`src/rtl/iir_coeff_loader.sv`:
```
// Host-side coefficient loader for the biquad notch filter: shadow registers, denominator
// stability check, gap-aligned single-cycle parallel write and readback verification.
module iir_coeff_loader #(
  parameter int unsigned COEFF_WIDTH = 20,
  parameter int unsigned COEFF_FRAC  = 18,
  parameter int unsigned COEFF_DEPTH = 5,
  parameter int unsigned ADDR_WIDTH  = 3,
  parameter int unsigned GAP_TIMEOUT = 64
) (
  input  logic                               clk,
  input  logic                               rst,
  input  logic                               cfg_valid,
  output logic                               cfg_ready,
  input  logic [ADDR_WIDTH-1:0]              cfg_addr,
  input  logic [COEFF_WIDTH-1:0]             cfg_data,
  input  logic                               cfg_commit,
  input  logic                               sample_valid,
  output logic                               coeff_wr_en,
  output logic [COEFF_WIDTH*COEFF_DEPTH-1:0] coeff_in,
  input  logic [COEFF_WIDTH*COEFF_DEPTH-1:0] coeff_rb,
  output logic                               busy,
  output logic                               done,
  output logic                               err_addr,
  output logic                               err_incomplete,
  output logic                               err_unstable,
  output logic                               err_verify,
  output logic                               forced
);

  localparam int unsigned ExtW  = COEFF_WIDTH + 2;
  localparam int unsigned CntW  = (GAP_TIMEOUT > 1) ? $clog2(GAP_TIMEOUT) : 1;
  localparam int unsigned IdxA1 = 3;
  localparam int unsigned IdxA2 = 4;

  localparam logic signed [ExtW-1:0] One     = ExtW'(1) << COEFF_FRAC;
  localparam logic        [CntW-1:0] CntLast = CntW'(GAP_TIMEOUT - 1);

  typedef enum logic [1:0] {StIdle, StCheck, StWaitGap, StVerify} state_e;

  state_e                        state_q;
  logic signed [COEFF_WIDTH-1:0] shadow_q [COEFF_DEPTH];
  logic [COEFF_DEPTH-1:0]        mask_q;
  logic [CntW-1:0]               cnt_q;
  logic                          done_q;
  logic                          err_addr_q;
  logic                          err_incomplete_q;
  logic                          err_unstable_q;
  logic                          err_verify_q;
  logic                          forced_q;

  logic                          addr_ok;
  logic                          mask_full;
  logic                          stable;
  logic                          mismatch;
  logic signed [ExtW-1:0]        a1_ext;
  logic signed [ExtW-1:0]        a2_ext;
  logic signed [ExtW-1:0]        a1_abs;

  assign addr_ok   = (32'(cfg_addr) < COEFF_DEPTH);
  assign mask_full = &mask_q;

  // Two guard bits keep |a1| and ONE + a2 exact even at the most negative a1.
  always_comb begin
    a1_ext = {{2{shadow_q[IdxA1][COEFF_WIDTH-1]}}, shadow_q[IdxA1]};
    a2_ext = {{2{shadow_q[IdxA2][COEFF_WIDTH-1]}}, shadow_q[IdxA2]};
    a1_abs = a1_ext[ExtW-1] ? -a1_ext : a1_ext;
    stable = (a2_ext > -One) && (a2_ext < One) && (a1_abs < (One + a2_ext));
  end

  always_comb begin
    coeff_in = '0;
    mismatch = 1'b0;
    for (int unsigned i = 0; i < COEFF_DEPTH; i++) begin
      coeff_in[i*COEFF_WIDTH +: COEFF_WIDTH] = shadow_q[i];
      mismatch = mismatch | (coeff_rb[i*COEFF_WIDTH +: COEFF_WIDTH] != shadow_q[i]);
    end
  end

  assign coeff_wr_en = (state_q == StWaitGap) && (!sample_valid || (cnt_q == CntLast));
  assign cfg_ready   = (state_q == StIdle);
  assign busy        = (state_q != StIdle);
  assign done        = done_q;
  assign err_addr       = err_addr_q;
  assign err_incomplete = err_incomplete_q;
  assign err_unstable   = err_unstable_q;
  // The readback result is visible in the same cycle as the done pulse and held afterwards.
  assign err_verify     = err_verify_q | ((state_q == StVerify) && mismatch);
  assign forced         = forced_q;

  always_ff @(posedge clk or posedge rst) begin
    if (rst) begin
      state_q          <= StIdle;
      for (int unsigned i = 0; i < COEFF_DEPTH; i++) begin
        shadow_q[i] <= '0;
      end
      mask_q           <= '0;
      cnt_q            <= '0;
      done_q           <= 1'b0;
      err_addr_q       <= 1'b0;
      err_incomplete_q <= 1'b0;
      err_unstable_q   <= 1'b0;
      err_verify_q     <= 1'b0;
      forced_q         <= 1'b0;
    end else begin
      done_q <= 1'b0;
      unique case (state_q)
        StIdle: begin
          if (cfg_valid) begin
            if (addr_ok) begin
              shadow_q[cfg_addr] <= cfg_data;
              mask_q[cfg_addr]   <= 1'b1;
            end else begin
              err_addr_q <= 1'b1;
            end
          end
          if (cfg_commit) begin
            err_incomplete_q <= 1'b0;
            err_unstable_q   <= 1'b0;
            err_verify_q     <= 1'b0;
            forced_q         <= 1'b0;
            state_q          <= StCheck;
          end
        end
        StCheck: begin
          if (!mask_full) begin
            err_incomplete_q <= 1'b1;
            done_q           <= 1'b1;
            state_q          <= StIdle;
          end else if (!stable) begin
            err_unstable_q <= 1'b1;
            done_q         <= 1'b1;
            state_q        <= StIdle;
          end else begin
            cnt_q   <= '0;
            state_q <= StWaitGap;
          end
        end
        StWaitGap: begin
          if (coeff_wr_en) begin
            forced_q <= sample_valid;
            done_q   <= 1'b1;
            state_q  <= StVerify;
          end else begin
            cnt_q <= cnt_q + 1'b1;
          end
        end
        StVerify: begin
          if (mismatch) begin
            err_verify_q <= 1'b1;
          end
          state_q <= StIdle;
        end
        default: state_q <= StIdle;
      endcase
    end
  end

endmodule

```
`config.mk`:
```
export PLATFORM = sky130hd
export DESIGN_NAME = iir_coeff_loader
export DESIGN_NICKNAME = d
export VERILOG_FILES = /design/src/rtl/iir_coeff_loader.sv
export SDC_FILE = /design/constraint.sdc
export NUM_CORES = 1
export LEC_CHECK = 0
export ABC_AREA = 1
export BUFFER_PORTS_ARGS = -buffer_cell sky130_fd_sc_hd__buf_2
export CAP_MARGIN = 25
export CORE_MARGIN = 2
export CORE_UTILIZATION = 28
export DETAILED_ROUTE_END_ITERATION = 10
export GPL_ROUTABILITY_DRIVEN = 1
export HOLD_SLACK_MARGIN = 0.08
export PLACE_DENSITY = 0.52
export SYNTH_ARGS = -nofsm -noshare
export SYNTH_HDL_FRONTEND = slang
export SYNTH_SLANG_ARGS = --single-unit
```
`constraint.sdc`:
```
create_clock -name clk -period 4.21 [get_ports clk]
set_clock_uncertainty 0.05 [all_clocks]
set_input_delay 0.6315 -clock clk [delete_from_list [all_inputs] [get_ports clk]]
set_output_delay 0.6315 -clock clk [all_outputs]
set_load 0.01 [all_outputs]
```
# Word-level counts from Yosys, hierarchy flattened
# Index checks and enable logic that the tools add are counted.
[word_totals] output_inout_bits=109 elab_cells=102 register_bits=119
[op_classes] n_addsub=3 bitwise=8 n_mux=29 magnitude_cmp=8 n_eq_ne=17 reduce_logical=23
[op_table] operator="bitwise mux 100 bit" n=1
[op_table] operator="!= test 20 bit" n=5
[op_table] operator="demux 20 bit (select 3 bit)" n=1
[op_table] operator="< comparator 22 x 21 -> 1 bit" n=1
[op_table] operator="2-to-1 mux 22 bit" n=1
[op_table] operator="negator 20 -> 22 bit" n=1
[op_table] operator="adder 20 x 20 -> 21 bit (first input constant)" n=1
[op_table] operator="greater-than comparator 20 x 19 -> 1 bit (second input constant)" n=1
[op_table] operator="< comparator 20 bit (second input constant)" n=1
[op_table] operator="2-to-1 mux 20 bit" n=1
[op_table] operator="2-to-1 mux 6 bit" n=3
[op_table] operator="AND reduction 3 bit" n=5
[op_table] operator="!= test 2 bit (second input constant)" n=7
[op_table] operator="one-hot mux 6 bit (2 select lines)" n=1
[op_table] operator="2-to-1 mux 1 bit" n=10
[op_table] operator="one-hot mux 1 bit (2 select lines)" n=5
[op_table] operator="nonzero test 2 bit" n=5
[op_table] operator="2-to-1 mux 2 bit" n=4
[op_table] operator="one-hot mux 2 bit (4 select lines)" n=1
[op_table] operator="AND reduction 4 bit" n=2
[op_table] operator="adder 6 x 1 -> 6 bit (second input constant)" n=1
[op_table] operator="== test 6 bit (second input constant)" n=1
[op_table] operator="logical AND 1 bit" n=6
[op_table] operator="OR 1 bit" n=5
[op_table] operator="17 further kinds" n=18

# Longest topological paths before layout
# Gate-level depths: netlist of the first run.
[depth] ltp_word=7 depth_mapped=23 mapped_depth_nobuf=23

# Worst setup path before layout of the first run
# OpenSTA, ideal clock, no wires.
[synth_path] path_kind="register -> register" startpoint="register shadow_q (netlist bit coeff_in[60])" endpoint="register cnt_q[2]" arrival_time_ps=2756 synth_period_minus_slack_ps=2923 path_slack_ps=1287 path_stages_with_launch=23 cell_sequence="dfrtp_1 > inv_1 > ha_1 > inv_1 > nor3_2 > nand2_1 > nor2_1 > nand2_1 > o31ai_4 > o21ai_1 > xor2_1 > ha_1 > nand2_1 > nor2_1 > nand2_1 > nor2_1 > nand2_1 > nand4_1 > nand3_2 > nand2_4 > nand3_4 > nand2_1 > nand2_1"
[synth_via] elab_chain_cells=6
[synth_rtl] item="start: declaration" line_no="41" source="logic signed [COEFF_WIDTH-1:0] shadow_q [COEFF_DEPTH];"
[synth_rtl] item="start signal: indexed assignment" line_no="110" source="shadow_q[cfg_addr] <= cfg_data;"
[synth_rtl] item="negator 20 -> 22 bit" line_no="66" source="a1_abs = a1_ext[ExtW-1] ? -a1_ext : a1_ext;"
[synth_rtl] item="2-to-1 mux 22 bit *" line_no="66"
[synth_rtl] item="< comparator 22 x 21 -> 1 bit *" line_no="67" source="stable = (a2_ext > -One) && (a2_ext < One) && (a1_abs < (One + a2_ext));"
[synth_rtl] item="logical AND 1 bit *" line_no="67"
[synth_rtl] item="!= test 2 bit (no line) *"
[synth_rtl] item="AND reduction 4 bit (no line) *"
[synth_rtl] item="end signal: assignment" line_no="144" source="cnt_q <= cnt_q + 1'b1;"
[synth_rtl] item="end: declaration" line_no="43" source="logic [CntW-1:0] cnt_q;"
# Mark *: on every way between the ends. The rest lies on a longest branch, timed or not.
# A chain may end at the register's enable or synchronous reset.

# Final worst setup path of the first run
[layout_path] startpoint="register shadow_q (netlist bit coeff_in[60])" endpoint="register cnt_q[5]"
# Same word-level chain as after synthesis.

==> key figures, run 1 <==
Outcome
  • Outcome: finished, final reports clean

Timing
  • Setup TNS: 0 ps
  • Final Hold Violating Endpoints: 0
  • Worst Max-Slew Pin Slew: 716 ps
  • Max Freq: about 0.30 GHz
  • Setup-failing EPs final: 0
  • Slew headroom: 0.523
  • Slew Viols, Final: 0
  • Period utilization: 0.787
  • RSZ-0062 raised after global routing: no
  • Crit path time final: roughly 3300 ps

Synth
  • Unique masters post-synth: 36
  • Post-Synthesis Cell Area: 6920 sq um
  • Flops & latches, synth: between 100 and 150
  • Synth warnings: 0
  • Syn avg cell area: around 8.1 sq um
  • Post-synthesis sequential area ratio: 0.430
  • Post-synthesis cell count: roughly 850

Worst setup path
  • Max incr delay on CP: around 440 ps
  • Critical Path AT: around 3600 ps
  • Critical Path Start Type: flop
  • Ordered cell list for the critical path: inv_1 > ha_1 > inv_1 > nor3_2 > nand2_1 > nor2_1 > nand2_1 > o31ai_4 > nand2_1 > xor2_1 > ha_1 > nand2_1 > inv_1 > nand2_1 > nand2_1 > a21oi_1 > nand3_1 > nand2_1 > nand3_2 > nand2_4 > nand3_4 > nand2_1 > nand2_1
  • Max FO, Critical Path: 9
  • Largest delay share family, worst path: simple AND/OR/NAND/NOR gates
  • Crit end category: flop
  • CP max-delay cell: dfrtp_1
  • WP buf/inv: 3
  • Crit path kind: flop to flop
  • Reg2Reg Setup Slack: between 800 and 900 ps
  • CP dominant cell by count: nand2_1
  • CP required: between 4000 and 5000 ps

Clock network
  • Latest clock arrival within the worst-skew pair: 420 ps
  • Worst-path clk slew: ~60 ps
  • Longest Clk Path Bufs: 2
  • H-Tree Depth: 4
  • Clock root cell: clkbuf_16
  • Post-cts resize count: 0
  • Sink Count: 119
  • CTS tree: done
  • CTS Hold Bufs: 0
  • Post-CTS Setup Bufs: 0
  • Cts bufs inserted: 17

Power and ir drop
  • Cell area power density: between 700 and 800 nW/um^2
  • Leakage: just under 5 nW
  • Seq pwr share: 0.324
  • Clk pwr share: 0.232
  • Max VDD drop: 0.254 mV
  • Net Sw Power: a little over 3 mW
  • Internal: between 3 and 4 mW
  • Net Sw Frac: 0.436
  • Comb power frac: 0.444

GRT
  • GRT busiest layer: met2
  • GRT Util Overall: 0.206
  • Initial antenna violation count: 4
  • Met1 global-route usage: 0.281
  • GRT met3 Usage: 0.0426
  • Grt met2 use: 0.326
  • Vias in the first global route: a little over 6000
  • Largest net degree at the start of global routing: 66
  • First-pass GRT wire length: 39000 um
  • GR Overflow Total: 0

Floorplanning
  • Row count: between 50 and 60
  • Starting density of the core: 0.285
  • Core area: about 24000 sq um
  • Die width: 161 um
  • IO Count: ~240
  • Die height: approximately 160 um
  • Die Footprint: between 20000 and 30000 sq um

Final layout
  • Total area of sequential cells: 2980 sq um
  • Nets: around 1300
  • Final instance area: ~9100 sq um
  • Fill cells: about 2600
  • P&R area growth vs syn: 32.1%
  • Area of the multi-input gates: 3480 sq um
  • Layout cell share with drive strength beyond 1: 0.265

Route
  • Iter 0 DRT Violations: a little under 400
  • 1st-pass router iterations: 4
  • Post-route antenna net violation count: 0
  • Wire per inst: 18.5 um
  • Vias/cell: 4.56
  • Routed WL: ~26000 um
  • DR vias: around 6500
  • DRC: 0

Placed design
  • Gpl congestion: about 0.86
  • Post-DP Area: 8490 sq um
  • Number of buffers added on ports: between 200 and 250
  • DP Wirelength: between 20000 and 25000 um

Job
  • Max-Cap Viols: 0

Hold path
  • Hold crit path type: input port to async pin
==> placed cells by master (no fill, tap or decap), types with 2 or more instances in the layout <==
master        n
inv_6         3
o21ai_0     107
inv_2         2
o22ai_1       6
inv_1        98
nand2_2       2
conb_1        2
nor4_1        4
nand3_1      12
nand2_1     230
nand4_1      19
buf_2       236
ha_1         30
o21ai_2       2
xor2_1       50
bufinv_16     5
a21oi_1      10
dfrtp_1     119
or2_2         2
o21ai_1       3
buf_4         6
nand3_2       2
clkinvlp_4    5
nor2_1       38
nor3_2        3
o31ai_1       3
nor3_1       22
clkbuf_16    17
xnor2_1      55
==> final cells by class <==
class	instances	share of cell area
tap	324	0.0443
sequential	119	0.326
clock inverter	14	0.0244
inverter	101	0.0417
clock buffer	18	0.0469
multi-input combinational	612	0.380
antenna	1	0.000274
timing repair buffer	243	0.136
==> flip-flops by register name, indices dropped and copies added, names as in the netlist, named ones only <==
| register | count |
|---|---|
| err_unstable | 1 |
| err_verify_q | 1 |
| forced | 1 |
| err_incomplete | 1 |
| err_addr | 1 |
| coeff_in | 100 |
| state_q | 1 |
| mask_q | 5 |
| cnt_q | 6 |
| done | 1 |
==> per-stage QoR <==
| step | hold slack [ps] | power [mW] | instances | util | worst slack, ps |
|---|---|---|---|---|---|
| 3_3_place_gp | 385 | 5.39 | 1399 | 0.349 | 1030 |
| 5_1_grt | 344 | 7.58 | 1432 | 0.376 | 531 |
| 4_1_cts | 312 | 7.09 | 1431 | 0.376 | 904 |
| 2_1_floorplan | 372 | 4.08 | 855 | - | 371 |
| 3_5_place_dp | 389 | 5.43 | 1399 | 0.349 | 930 |
| 6_report | 283 | 7.01 | 1432 | 0.376 | 896 |
==> layer usage <==
layer / part of all wire / wire [um]
met4: 0.021 / 550
met5: 0.00076 / 20
met2: 0.46 / 12200
met3: 0.062 / 1650
met1: 0.45 / 12000
==> final timing paths <==
path                       depth (start not counted)           end         start
max in group asynchronous                          3  coeff_in[74]           rst
max                                               23      cnt_q[5]  coeff_in[60]
min in group clk                                   2     mask_q[4]     mask_q[4]
max reg2reg                                       23      cnt_q[5]  coeff_in[60]
min reg2reg                                        2     mask_q[4]     mask_q[4]
min                                                2   coeff_in[6]           rst
==> power by group through the flow <==
| stage | sequential, mW | clock [mW] | combinational [mW] |
|---|---|---|---|
| after floorplan | 2.28 | 0 | 1.80 |
| after global placement | 2.27 | 0 | 3.12 |
| after detailed placement | 2.28 | 0 | 3.15 |
| after CTS | 2.27 | 1.66 | 3.16 |
| after global routing | 2.34 | 1.71 | 3.53 |
| final | 2.27 | 1.63 | 3.11 |
==> cell families (layout without fill, tap and decap cells) <==
| family | count (synthesis) | count (layout) | share of synthesized area |
|---|---|---|---|
| DFF | 119 | 119 | 0.430 |
| and+or+nand+nor | 339 | 339 | 0.209 |
| buffers and inverters | 124 | 376 | 0.0674 |
| xor gates and xnor gates | 105 | 105 | 0.133 |
| adders and majority gates | 30 | 30 | 0.0542 |
| other | 1 | 3 | 0.000542 |
| AOI/OAI and AO/OA | 136 | 136 | 0.106 |
==> synth_stat cells <==
library cell  number  area, sq um
nand3_1           12         60.1
nand4_1           19          119
o21bai_2           1         11.3
or2_2              2         12.5
nor2_2             1         6.26
xor2_1            50          438
o31ai_1            3         22.5
a21oi_1           10         50.1
o21ai_2            2         17.5
nor4_1             4         25.0
or3_1              1         6.26
o21bai_1           1         7.51
nand3_4            1         17.5
clkbuf_1          21         78.8
buf_1              1         3.75
nand2_1          230          863
nor3_1            22          110
nand2_2            2         12.5
xnor2_1           55          482
o21ai_1            3         15.0
dfrtp_1          119         2980
inv_1             99          372
nand3b_1           1         7.51
nand3_2            2         20.0
o31ai_4            1         21.3
a21o_1             1         7.51
inv_2              2         7.51
nand2_4            1         11.3
conb_1             1         3.75
buf_2              1         5.00
o211ai_1           1         7.51
nor2_1            38          143
o21ai_0          107          536
ha_1              30          375
nor3_2             3         30.0
o22ai_1            6         37.5
Power figures use the tool's default switching activity.
==> inputs of run 2 (changes only) <==
- ABC_AREA: 1 -> 0
- clock period: 4.21 -> 3.1 ns (I/O delays scaled with it)
==> run 2 against run 1 <==
- the run now ends with setup timing left
- synthesized cell count down 30%
- final cell count down 13%
- core utilization up 2.7 points
- largest cell class unchanged
==> key figures, run 2 <==
Worst setup path
  • Critical Path AT: 3770 ps (+200 ps)
  • CP max-delay cell: dfrtp_2
  • Max incr delay on CP: 440 ps (about the same)
  • Crit end category: flop
  • Largest delay share family, worst path: simple AND/OR/NAND/NOR gates
  • Critical path depth: 16 (-30%)
  • Critical Path Start Type: flop
  • Ordered cell list for the critical path: inv_2 > ha_4 > nand2_2 > or3_4 > nor2_4 > nand2_4 > o31ai_4 > xnor2_1 > ha_1 > nand4_1 > nor3_2 > nand3_1 > nand3_2 > mux2i_4 > a21oi_4 > a221o_1
  • Max FO, Critical Path: 6 (-3)
  • CP required: 3350 ps (-1120 ps)
  • FF-to-FF path depth: 16 (-30%)
  • WP buf/inv: 1 (-2)
  • Crit path kind: flop to flop

Synth
  • Ys flop type: dfrtp_1
  • Unique masters post-synth: 53 (+47%)
  • Most common cell in the synthesized netlist: dfrtp_1
  • Post-Synthesis Cell Area: 6810 sq um (-1.6%)
  • Flops & latches, synth: 119 (unchanged)
  • Post-synthesis sequential area ratio: 0.437 (+0.00696)
  • Synth warnings: 0 (unchanged)
  • Syn avg cell area: 11.4 sq um (+41%)
  • Synth async-reset ratio: 1.00 (unchanged)
  • Most frequent cells after synthesis: dfrtp_1 (119), mux2_2 (81), xnor2_1 (62), xor2_1 (56), ha_1 (30)
  • Post-synthesis cell count: 598 (-30%)
  • Yosys top cell area share: 0.437 (+0.00696)
  • Post-synth EDFFs: 0 (unchanged)
  • Post-synth top area cell: dfrtp_1
  • Synth area leaders: dfrtp_1 (44%), mux2_2 (13%), xnor2_1 (8.0%)

Final layout
  • Layout cell share with drive strength beyond 1: 0.507 (+0.242)
  • P&R area growth vs syn: 42.8%
  • Nets: 1060 (-15%)
  • Commonest non-fill, non-tap cell in the layout: buf_2
  • Area of the multi-input gates: 3920 sq um (+13%)
  • Total area of sequential cells: 2980 sq um (about the same)
  • Fill cells: 2469 (-4.2%)
  • Final core occ: 0.404 (+0.0275)
  • Final Non-Filler Cells: 1239 (-13%)
  • Most frequent cells in the layout: buf_2 (236), dfrtp_1 (117), mux2_2 (81), xnor2_1 (61), buf_4 (60)
  • Number of flip-flops in the largest register: 100 (unchanged)

Timing
  • Max Freq: 0.284 GHz (-6.0%)
  • PnR worst setup slack: -426 ps (-1320 ps)
  • Setup TNS: -2560 ps (-2560 ps)
  • Slew Viols, Final: 0 (unchanged)
  • Worst Max-Slew Pin Slew: 885 ps (+169 ps)
  • RSZ-0062 raised after global routing: yes
  • Period utilization: 1.14 (+0.350)
  • Crit path time final: 3530 ps (+212 ps)
  • Final Hold Violating Endpoints: 0 (unchanged)
  • Setup-failing EPs final: 9 (+9)
  • Slew headroom: 0.409 (-0.114)

Clock network
  • CTS tree: done
  • Worst-path clk slew: 60 ps (about the same)
  • Cts bufs inserted: 17 (unchanged)
  • Longest Clk Path Bufs: 2 (unchanged)
  • Clock root cell: clkbuf_16
  • Sink Count: 119 (unchanged)
  • H-Tree Depth: 4 (unchanged)
  • Latest clock arrival within the worst-skew pair: 420 ps (about the same)

Route
  • 1st-pass router iterations: 6 (+2)
  • Wire per inst: 20.3 um (+10%)
  • Iter 0 DRT Violations: 280 (-29%)
  • DR vias: 5784 (-11%)
  • Post-route antenna net violation count: 0 (unchanged)
  • Vias/cell: 4.67 (+2.5%)
  • DRC: 0 (unchanged)
  • Routed WL: 25200 um (-4.7%)

Power and ir drop
  • Leakage: 4.59 nW (-4.4%)
  • Cell area power density: 1090 nW/um^2 (+42%)
  • Max VDD drop: 0.371 mV (+47%)
  • Final total power: 10.6 mW (+51%)

GRT
  • Largest net degree at the start of global routing: 48 (-27%)
  • First-pass GRT wire length: 37600 um (-3.5%)
  • GR Overflow Total: 0 (unchanged)
  • GRT Util Overall: 0.200 (-0.00623)
  • Initial antenna violation count: 1 (-3)
  • Vias in the first global route: 5920 (-4.9%)

Placed design
  • Gpl congestion: 0.886 (+3.1%)
  • DP Wirelength: 19600 um (-7.1%)
  • Placed Instances: 1195 (-15%)
  • Number of buffers added on ports: 236 (unchanged)

Floorplanning
  • Core area: 24100 sq um (-0.88%)
  • Row count: 57 (unchanged)
  • Starting density of the core: 0.283 (-0.00204)
  • IO Count: 237 (unchanged)
  • Die Footprint: 25600 sq um (-1.6%)
  • Die width: 160 um (-0.78%)
  • Die height: 160 um (-0.78%)

Hold path
  • Hold crit path type: input port to async pin

Outcome
  • Failing checks: setup timing
  • Outcome: finished with violations

Job
  • Max-Cap Viols: 0 (unchanged)
-- run 2: final timing paths --
check | slack, ps | from | end
setup reg to reg | -430 | coeff_in[60] | cnt_q[1]
max in group asynchronous | 2080 | rst | coeff_in[59]
hold / removal | 160 | rst | coeff_in[52]
min in group clk | 300 | cfg_valid | err_addr
setup / recovery | -430 | coeff_in[60] | cnt_q[1]
hold reg to reg | 410 | mask_q[0] | mask_q[0]
-- run 2: layout make-up --
class                      instances  area share
clock buffer                      17      0.0437
tap                              324      0.0417
clock inverter                    14      0.0181
antenna                            1    0.000257
timing repair buffer             301       0.175
multi-input combinational        434       0.403
inverter                          29      0.0116
sequential                       119       0.306
-- run 2: timing repair --
item	CTS	global route
buffers inserted	8	4
setup endpoints to repair	10	10
resized for setup	26	17
pin swaps	12	13
hold buffers	0	0
-- run 2: per-stage QoR --
step	worst slack [ps]	area (sq um)	hold WS (ps)
after global routing	-632	9720	221
after detailed placement	-502	8810	396
after floorplan	-261	6870	375
final	-426	9730	165
after global placement	-435	8810	390
after CTS	-394	9590	180
-- run 2: logic make-up after synthesis --
kind of cell    count (synthesis)  share of synthesized area
simple gates                  123                     0.0992
flops                         119                      0.437
xor+xnor                      118                      0.152
mux                           102                      0.170
compound gates                 59                     0.0603
buf+inv                        46                     0.0257
fa+ha+maj                      30                     0.0551
other cells                     1                   0.000551
-- run 2: power by group --
part           leakage (nW)  total, mW  internal, mW  switching [mW]
Clock                 0.284       2.03          1.27           0.767
Combinational          2.86       5.47          2.66            2.81
Sequential             1.45       3.11          2.29           0.821
-- run 2: layer usage --
metal  track usage  share of wire  up-vias
met5             0        0.00052        -
met4        0.0422         0.0098        2
met3        0.0481          0.057       14
met2         0.341           0.49      208
met1         0.258           0.44     2830
li1              -              -     2730
==> inputs of run 3 (changes only) <==
- BUFFER_PORTS_ARGS: -buffer_cell sky130_fd_sc_hd__buf_2 -> not set
- DONT_BUFFER_PORTS: not set -> 1
- PLACE_DENSITY: 0.52 -> 0.43
==> run 3 against run 2 <==
- the run still ends with setup timing left
- power down 3.2%
- maximum frequency up 0.82%
- hold slack worse by 44 ps
- critical endpoint is now cnt_q[3]
==> key figures, run 3 (synthesis gave the netlist of run 2 again) <==
Placed design
  • Number of buffers added on ports: 0 (-100%)
  • Gpl congestion: 0.841 (-5.0%)
  • DP Wirelength: 19600 um (-0.37%)
  • Post-DP Area: 7600 sq um (-14%)

Clock network
  • CTS tree: done
  • Clock root cell: clkbuf_16
  • Latest clock arrival within the worst-skew pair: 420 ps (about the same)
  • Worst-path clk slew: 60 ps (about the same)
  • Longest Clk Path Bufs: 2 (unchanged)
  • Sink Count: 119 (unchanged)
  • H-Tree Depth: 4 (unchanged)
  • Cts bufs inserted: 17 (unchanged)

Job
  • Max-Cap Viols: 0 (unchanged)

Worst setup path
  • Ordered cell list for the critical path: nor3_2 > nand2_1 > or3_4 > nand2b_4 > o41ai_4 > xnor2_1 > ha_1 > nand4_1 > nor3_2 > a21oi_1 > nand3_2 > mux2i_4 > a211oi_1 > o2bb2ai_2
  • Max FO, Critical Path: 6 (unchanged)
  • CP dominant cell by count: nor3_2
  • CP max-delay cell: a211oi_1
  • Max incr delay on CP: 500 ps (+60 ps)
  • Critical Path AT: 3740 ps (-30 ps)
  • Crit path kind: flop to flop
  • Reg2Reg Setup Slack: -400 ps (+30 ps)
  • CP required: 3340 ps (about the same)
  • Crit end category: flop
  • Critical Path Start Type: flop

Timing
  • Worst hold slack: 120 ps (-44.4 ps)
  • RSZ-0062 raised after global routing: yes
  • Setup-failing EPs final: 9 (unchanged)
  • Worst Max-Slew Pin Slew: 656 ps (-228 ps)
  • PnR worst setup slack: -398 ps (+28.8 ps)
  • Slew headroom: 0.558 (+0.150)
  • Crit path time final: 3500 ps (-28.8 ps)
  • Final Hold Violating Endpoints: 0 (unchanged)
  • Slew Viols, Final: 0 (unchanged)
  • Max Freq: 0.286 GHz (+0.82%)
  • Period utilization: 1.13 (-0.00928)

Final layout
  • Nets: 817 (-23%)
  • Most frequent cells in the layout: dfrtp_1 (117), mux2_2 (81), xnor2_1 (57), xor2_1 (55), buf_4 (50)
  • P&R area growth vs syn: 26.5%
  • Ant diodes: 0 (-1)
  • Layout cell share with drive strength beyond 1: 0.333 (-0.173)
  • Fill cells: 2442 (-1.1%)
  • Commonest non-fill, non-tap cell in the layout: dfrtp_1
  • Final instance area: 8610 sq um (-11%)
  • Number of flip-flops in the largest register: 100 (unchanged)

Power and ir drop
  • Leakage: 3.66 nW (-20%)
  • Cell area power density: 1190 nW/um^2 (+9.4%)
  • Max VDD drop: 0.410 mV (+10%)

Route
  • DRC: 0 (unchanged)
  • Iter 0 DRT Violations: 215 (-23%)
  • Post-route antenna net violation count: 0 (unchanged)
  • Routed WL: 25400 um (+0.98%)
  • 1st-pass router iterations: 4 (-2)
  • Vias/cell: 5.07 (+8.5%)
  • Wire per inst: 25.5 um (+26%)
  • DR vias: 5047 (-13%)

GRT
  • Largest net degree at the start of global routing: 66 (+38%)
  • Vias in the first global route: 5425 (-8.4%)
  • First-pass GRT wire length: 37400 um (-0.53%)
  • GR Overflow Total: 0 (unchanged)
  • GRT Util Overall: 0.202 (+0.00241)
  • Initial antenna violation count: 1 (unchanged)

Outcome
  • Failing checks: setup timing
  • Outcome: finished with violations

Floorplanning
  • Die Footprint: 25600 sq um (unchanged)
  • Starting density of the core: 0.283 (unchanged)
  • Row count: 57 (unchanged)
  • Core area: 24100 sq um (unchanged)
  • Die width: 160 um (unchanged)
  • IO Count: 237 (unchanged)
  • Die height: 160 um (unchanged)

Hold path
  • Hold crit path type: input port to flop
==> run 3: cell count changes in the layout (fill, tap and decap cells not counted), moves of 4 or more <==
cell	before	now
buf_2	236	0
buf_4	60	50
clkinvlp_4	5	1
xnor2_1	61	57
xnor2_2	1	5
==> run 3: routing by layer <==
metal	global-route usage	wire, um	vias to the layer above
met5	0	0	-
met4	0.0778	842	0
met3	0.0642	1920	36
met2	0.315	11700	205
met1	0.262	11000	2562
li1	-	-	2244
==> run 3: final timing paths <==
kind	startpoint	end	cells past startpoint
setup / recovery	coeff_in[60]	cnt_q[3]	14
hold / removal	cfg_data[2]	coeff_in[2]	1
setup reg to reg	coeff_in[60]	cnt_q[3]	14
hold reg to reg	mask_q[1]	mask_q[1]	1
max in group asynchronous	rst	coeff_in[92]	3
min in group asynchronous	rst	coeff_in[76]	2
==> run 3: repair_timing <==
action | in CTS | in global routing
endpoints found under the hold margin | 20 | 0
pin swaps | 20 | 10
buffers inserted | 3 | 3
gates cloned | 0 | 0
setup endpoints to repair | 10 | 10
resized for setup | 38 | 15
hold buffers | 1 | 0
==> run 3: report_power, final <==
part / switching (mW) / leakage, nW / internal, mW
combinational: 2.40 / 1.89 / 2.17
clock: 0.799 / 0.323 / 1.46
sequential: 1.16 / 1.45 / 2.28
total: 4.36 / 3.66 / 5.91
==> run 3: worst max-delay path: cells and delay by family, from the launching register on <==
kind            cells  cell delay [ps]
mux                 1              250
simple gates        7             1180
xor+xnor            1              120
compound gates      4             1010
flops               1              420
fa+ha+maj           1              330
==> run 3: stage by stage <==
| stage | util | setup WS, ps | power [mW] | instances | TNS (ps) |
|---|---|---|---|---|---|
| after floorplan | - | -261 | 5.96 | 599 | -1280 |
| after global placement | 0.315 | -418 | 7.58 | 957 | -2720 |
| after detailed placement | 0.315 | -542 | 7.70 | 957 | -3620 |
| after CTS | 0.353 | -406 | 10.3 | 993 | -2740 |
| after global routing | 0.357 | -566 | 11.0 | 996 | -4240 |
| final | 0.357 | -398 | 10.3 | 996 | -2620 |
==> run 3: layout make-up <==
class                           count  area, sq um  area share
Clock inverter                     13          216      0.0251
Clock buffer                       19          443      0.0514
Multi-Input combinational cell    434         3980       0.462
Sequential cell                   119         2980       0.346
Tap cell                          324          405      0.0471
Inverter                           29          113      0.0131
Timing Repair Buffer               58          477      0.0554
